### config.mk
export PLATFORM = sky130hd
export DESIGN_NAME = ifmap_skew_feeder
export DESIGN_NICKNAME = d
export VERILOG_FILES = /design/src/rtl/ifmap_skew_feeder.sv
export SDC_FILE = /design/constraint.sdc
export NUM_CORES = 1
export LEC_CHECK = 0
export ABC_AREA = 1
export BUFFER_PORTS_ARGS = -buffer_cell sky130_fd_sc_hd__buf_2
export CORE_MARGIN = 2
export CORE_UTILIZATION = 56
export DETAILED_ROUTE_END_ITERATION = 16
export MAX_ROUTING_LAYER = met4
export PLACE_DENSITY = 0.84
export SLEW_MARGIN = 20
export SYNTH_ARGS = -nofsm -noshare
export SYNTH_HDL_FRONTEND = slang
export SYNTH_SLANG_ARGS = --single-unit
### constraint.sdc
create_clock -name iClk -period 1.6 [get_ports iClk]
set_clock_uncertainty 0.05 [all_clocks]
set_input_delay 0.08 -clock iClk [delete_from_list [all_inputs] [get_ports iClk]]
set_output_delay 0.08 -clock iClk [all_outputs]
set_load 0.05 [all_outputs]
### src/rtl/ifmap_skew_feeder.sv
// ifmap_skew_feeder: feeds skewed ifmap rows and the weight word to the PE array edges
module ifmap_skew_feeder #(
  parameter int Data_width = 8,
  parameter int WORD_SIZE  = 72,
  parameter int CNT_W      = 16
) (
  input  logic                 iClk,
  input  logic                 iRest_n,
  input  logic                 iStart,
  input  logic [CNT_W-1:0]     iNum_vec,
  input  logic [WORD_SIZE-1:0] iWeight,
  input  logic [WORD_SIZE-1:0] iIfmap_data,
  input  logic                 iIfmap_valid,
  output logic                 oIfmap_ready,
  output logic [WORD_SIZE-1:0] Weight_f_top,
  output logic                 enable_w,
  output logic                 Run,
  output logic [WORD_SIZE-1:0] oIfmap_left,
  output logic                 oBusy,
  output logic                 oDone
);
  localparam int ROWS = WORD_SIZE / Data_width;
  localparam int DW   = $clog2(ROWS);
  typedef enum logic [2:0] {IDLE, LOAD_W, STREAM, DRAIN, DONE} state_t;
  state_t state, state_nx;
  logic [CNT_W-1:0] cnt;
  logic [DW-1:0] dcnt;
  logic adv;
  // state register
  always_ff @(posedge iClk or negedge iRest_n)
    if (!iRest_n) state <= IDLE;
    else state <= state_nx;
  // next state and state-decoded strobes; every advance shifts the whole skew pipe
  always_comb begin
    state_nx = state;
    case (state)
      IDLE:    state_nx = iStart ? LOAD_W : IDLE;
      LOAD_W:  state_nx = (cnt != '0) ? STREAM : DONE;
      STREAM:  state_nx = (iIfmap_valid && cnt == CNT_W'(1)) ? DRAIN : STREAM;
      DRAIN:   state_nx = (dcnt == DW'(ROWS - 2)) ? DONE : DRAIN;
      default: state_nx = IDLE;
    endcase
    oIfmap_ready = state == STREAM;
    enable_w     = state == LOAD_W;
    oBusy        = state != IDLE;
    oDone        = state == DONE;
    adv          = (state == STREAM && iIfmap_valid) || state == DRAIN;
  end
  // job bookkeeping: weight/count latch, remaining count, drain length, Run strobe
  always_ff @(posedge iClk or negedge iRest_n)
    if (!iRest_n) begin
      Weight_f_top <= '0;
      cnt          <= '0;
      dcnt         <= '0;
      Run          <= 1'b0;
    end else begin
      Run  <= adv;
      dcnt <= (state == DRAIN) ? dcnt + 1'b1 : '0;
      if (state == IDLE && iStart) begin
        Weight_f_top <= iWeight;
        cnt          <= iNum_vec;
      end
      if (state == STREAM && iIfmap_valid) cnt <= cnt - 1'b1;
    end
  for (genvar k = 0; k < ROWS; k++) begin : g_lane
    logic [Data_width*(k+1)-1:0] sh;
    logic [Data_width-1:0] lane_in;
    assign lane_in = (state == STREAM) ? iIfmap_data[k*Data_width +: Data_width] : '0;
    assign oIfmap_left[k*Data_width +: Data_width] = sh[Data_width*(k+1)-1 -: Data_width];
    if (k == 0) begin : g_one
      // lane 0 is a single register
      always_ff @(posedge iClk or negedge iRest_n)
        if (!iRest_n) sh <= '0;
        else if (adv) sh <= lane_in;
    end else begin : g_chain
      // lane k delays its byte by k extra advances
      always_ff @(posedge iClk or negedge iRest_n)
        if (!iRest_n) sh <= '0;
        else if (adv) sh <= {sh[Data_width*k-1:0], lane_in};
    end
  end
endmodule
# Word level (Yosys, flattened, before mapping)
# Index checks and enable logic that the tools add are counted.
[op_classes] n_addsub=2 mul=0 n_div=0 magnitude_cmp=0 eq_ne=6 n_shift=0 mux=17 n_bitwise=0 reduce_logical=8
[op_table] operator="2-to-1 mux 8 bit" n=9
[op_table] operator="2-to-1 mux 16 bit" n=2
[op_table] operator="== test 16 x 1 -> 1 bit, second input constant" n=1
[op_table] operator="nonzero test 16 bit" n=1
[op_table] operator="subtractor 16 x 1 -> 16 bit, second input constant" n=1
[op_table] operator="case mux 3 bit (4 select lines)" n=1
[op_table] operator="== test 3 x 2 -> 1 bit, second input constant" n=2
[op_table] operator="2-to-1 mux 3 bit" n=2
[op_table] operator="adder 4 x 1 -> 4 bit, second input constant" n=1
[op_table] operator="== test 4 x 3 -> 1 bit, second input constant" n=1
[op_table] operator="2-to-1 mux 4 bit" n=1
[op_table] operator="== test 3 x 1 -> 1 bit, second input constant" n=1
[op_table] operator="== test 3 bit, second input constant" n=1
[op_table] operator="logical AND 1 bit" n=3
[op_table] operator="zero test 3 bit" n=1
[op_table] operator="nonzero test 3 bit" n=1
[op_table] operator="2-to-1 mux 1 bit" n=2
[op_table] operator="nonzero test 2 bit" n=1
[op_table] operator="logical OR 1 bit" n=1
[word_totals] ff_bits=456 latchBits=0 mem_bits_rw=0 rom_bits=0 in_bits=164 out_inout_bits=149 word_cells=47 mem_count=0

# Logic depth before layout (Yosys ltp)
[depth] ltp_word=4 depth_mapped=9 ltp_nobuf=9

# Least setup slack after synthesis
# OpenSTA, ideal clock, no wires.
[synth_path] path_type="register -> register" from="register state[0]" to="register state[2]" setup_time_ns=0.083 t_arrival_ns=1.902 t_required_ns=1.467 slack_ns=-0.434 stages_incl_launch_ff=5 n_path_buf=0 synth_period_minus_slack_ns=2.034 cell_sequence="dfrtp_1 inv_1 nor3_1 nand3_1 o21ai_0"
[synth_via] elab_chain_len=2 word_cells_on_any_way=5 classes_between="eq/ne (3); mux (1); reduce/logical (1)"
[synth_rtl] item="from (decl)" line_no="25" source="state_t state, state_nx;"
[synth_rtl] item="from (signal assigned)" line_no="32" source="else state <= state_nx;"
[synth_rtl] item="== test 3 x 1 -> 1 bit"
[synth_rtl] item="via enable_w" line_no="16" source="output logic enable_w,"
[synth_rtl] item="case mux 3 bit (4 select lines)" line_no="36" source="case (state)"
[synth_rtl] item="via state_nx[2]" line_no="25"
# The timed path passes the listed nets, and every way through them passes these cells.
# A chain may end at the register's enable or synchronous reset.

# Worst setup path in the final report
[layout_path] from="register state[2]" to="register g_lane[2].sh[22]"
[layout_via] elab_chain_len=3 word_cells_on_any_way=4 classes_between="eq/ne (2); reduce/logical (2)"
[layout_rtl] item="== test 3 x 2 -> 1 bit" line_no="47" source="adv = (state == STREAM && iIfmap_valid) || state == DRAIN;"
[layout_rtl] item="logical AND 1 bit" line_no="47"
[layout_rtl] item="logical OR 1 bit (*)" line_no="47"
[layout_rtl] item="to (signal assigned)" line_no="79" source="else if (adv) sh <= {sh[Data_width*k-1:0], lane_in};"
[layout_rtl] item="to (decl)" line_no="66" source="logic [Data_width*(k+1)-1:0] sh;"
# Mark *: on every way between the ends. The rest lies on a longest branch, timed or not.

==> impl_metrics.py <==
metrics = {
    "routing": {
        "first_iter_violations": 2175,
        "drt_first_pass_iters": 6,
        "via_per_inst": 5.86,
        "wl_um": 66800,
        "final_antenna_net_count": 0,
        "drc": 0,
        "dr_total_vias": 17236,
        "wire_per_inst_um": 22.7,
    },
    "logic_synthesis": {
        "synth.top_cells.by_count": "nand2_1 (538), dfrtp_1 (456), nor2_1 (196), inv_1 (184), o21ai_0 (160)",
        "yosysSeqAreaShare_pct": 62.6,
        "yosysTopAreaCell": "dfrtp_1",
        "syn_nets": 2133,
        "synth_most_common_cell": "nand2_1",
        "synth_flop_cell": "dfrtp_1",
        "ys_async_sr_fraction_pct": 100,
        "syn_area_sq_mm": 0.0182,
        "ys_types": 28,
        "synth_top_area_share_pct": 62.6,
        "syn_inst": 1965,
        "yosysWarnings": 0,
        "syn_area_per_cell_sq_um": 9.28,
        "ys_top_cells_by_area": "dfrtp_1 (63%), nand2_1 (11%), o21ai_0 (4.4%)",
        "synth_edf_count": 0,
        "synth_seq_cells": 456,
    },
    "worst_hold_path": {
        "hold_class": "input port to async pin",
    },
    "floorplanning": {
        "initial_utilization_pct": 56.5,
        "rows": 66,
        "core_sq_mm": 0.0323,
        "io_pins": 313,
        "dieArea_sq_mm": 0.0340,
        "die_x_um": 184,
        "dieHeight_um": 184,
    },
    "layout": {
        "instances_no_fill": 2942,
        "finalNetCount": 2625,
        "drive_gt1_share_pct": 28.0,
        "fin_util_pct": 78.9,
        "synthToLayoutAreaGrowth_pct": 39.7,
    },
    "timing": {
        "slew_headroom_pct": 64.2,
        "setup-tns-final_ns": -49.03,
        "finalSetupViolations": 419,
        "fmax_ghz": 0.507,
        "hold_slack_ns": 0.0908,
        "fin_crit_ns": 1.97,
        "rsz0062_at_grt": "yes",
        "tightest_slew_ns": 0.537,
        "hold_viol_final": 0,
        "finalMaxSlewViolations": 0,
        "worst_slack_ns": -0.373,
        "timing.final.crit_share_pct": 123,
    },
    "place": {
        "port-buffer-count": 312,
        "post-place-cells": 2618,
        "place_congestion": 0.886,
        "dp_hpwl_um": 28500,
    },
    "worst_setup_path": {
        "crit_fanout": 14,
        "cp_data_arrival_time_ns": 2.36,
        "crit_type": "flip-flop to flip-flop",
        "crit_required_ns": 1.99,
        "crit_path_end_kind": "flip-flop",
        "start_kind": "flip-flop",
    },
    "global_routing": {
        "grt_max_degree": 105,
        "grt_use_total_pct": 33.8,
        "grt_pass1_wl_um": 85900,
        "grt_pass1_vias": 16380,
        "antenna_found_initial": 8,
        "overflow": 0,
    },
    "clock_network": {
        "clk_transition_reported_paths_ns": 0.07,
        "cts_tree": "built",
        "numCtsBuffers": 46,
        "cts_buffer_depth": 3,
        "cts_max_level": 2,
        "cts_root_buf": "clkbuf_16",
        "clock_latency_ns": 0.58,
        "cts.sinks": 456,
    },
    "outcome": {
        "violations": "negative setup slack",
        "status": "complete, but fails checks",
    },
    "pwr": {
        "power_uw": 63900,
        "p_leak_uw": 0.0127,
        "p_per_area_mw_per_mm2": 2510,
        "ir_worst_vdd_mv": 1.86,
    },
    "flow_run": {
        "cap_violations": 0,
    },
}
[worst max-delay path: stages (launching register included)]
cell,delay [ns]
dfrtp_2,0.44
buf_6,0.13
nor2_4,0.19
nand2_4,0.10
nand2_8,0.13
buf_12,0.14
buf_16,0.14
buf_6,0.18
nor2_1,0.07
a21oi_2,0.26
[logic make-up (layout without fill, tap and decap cells)]
kind of cell    count (synthesis)  count (layout)  synth area share (%)
simple gates                  823             823                  17.8
flops                         456             456                  62.6
buf+inv                       353             878                  9.85
compound gates                325             325                  9.30
fa+ha+maj                       4               4                 0.275
xor+xnor                        4               4                 0.192
other cells                     0              10                     0
[routing by layer]
layer | wire length, um | track usage [%] | up-vias
met4 | 5950 | 22.7 | 0
met3 | 6300 | 6.74 | 480
met5 | 0 | - | -
met1 | 22400 | 37.8 | 8358
met2 | 32200 | 55.2 | 1325
li1 | - | - | 7073
[power by group]
group / internal [uW] / total, uW / switching, uW
Combinational: 11000 / 32100 / 21100
Clock: 6350 / 11100 / 4700
Sequential: 17200 / 20700 / 3520
Total: 34600 / 63900 / 29300
[flip-flops by register name, indices dropped and copies added (netlist names)]
register      flops
Weight_f_top     72
cnt              16
Run               1
dcnt              4
g_lane.sh       360
state             3
[final timing paths]
check,end,slack (ns),startpoint,cells after the start
min in group iClk,cnt[1]$_DFFE_PN0P_,0.10,iIfmap_valid,5
worst max register to register,g_lane[2].sh[22]$_DFFE_PN0P_,-0.37,state[2]$_DFF_PN0_,9
worst max-delay path,g_lane[2].sh[22]$_DFFE_PN0P_,-0.37,state[2]$_DFF_PN0_,9
worst min-delay path,g_lane[6].sh[4]$_DFFE_PN0P_,0.09,iRest_n,3
max in group asynchronous,g_lane[3].sh[3]$_DFFE_PN0P_,0.88,iRest_n,3
worst min register to register,dcnt[0]$_DFF_PN0_,0.41,dcnt[0]$_DFF_PN0_,1
[placed cells by master, fill, tap and decap left out, types with 6 or more instances in the layout]
cell,n
nand3_2,8
dfrtp_1,454
nor2_1,174
nand2_1,484
clkbuf_16,71
dlygate4sd3_1,162
buf_6,19
buf_12,32
o21ai_1,15
diode_2,10
buf_2,308
a21oi_1,117
clkinv_2,6
nand2_2,32
nand2_4,24
buf_4,39
a21oi_2,39
inv_1,182
nor2_4,11
o21ai_2,39
buf_8,8
clkbuf_8,6
nand3_1,66
clkbuf_1,15
o21ai_0,106
nor2_2,13
buf_16,19
[layout make-up]
| type | instances | area [sq um] |
|---|---|---|
| Fill cell | 1670 | 6820 |
| Timing Repair Buffer | 610 | 5540 |
| Multi-Input combinational cell | 1156 | 5740 |
| Clock buffer | 70 | 1370 |
| Antenna cell | 10 | 25.0 |
| Tap cell | 442 | 553 |
| Clock inverter | 11 | 135 |
| Inverter | 187 | 707 |
| Sequential cell | 456 | 11400 |
[what timing repair did]
| item | in CTS | in global routing |
|---|---|---|
| cloned | 16 | 27 |
| pin swaps | 11 | 30 |
| gates resized for setup | 69 | 251 |
| endpoints found under the setup margin | 126 | 445 |
| hold buffers | 163 | 0 |
| setup buffers | 19 | 17 |
| hold endpoints to repair | 617 | 0 |
[per-stage QoR]
step	instance area (sq um)	worst slack [ns]
2_1_floorplan	18300	-0.236
3_3_place_gp	20100	0.0358
3_5_place_dp	20100	-0.0446
4_1_cts	24100	-0.159
5_1_grt	25500	-0.599
6_report	25500	-0.373
No activity file was read; power rests on OpenSTA's default activity.
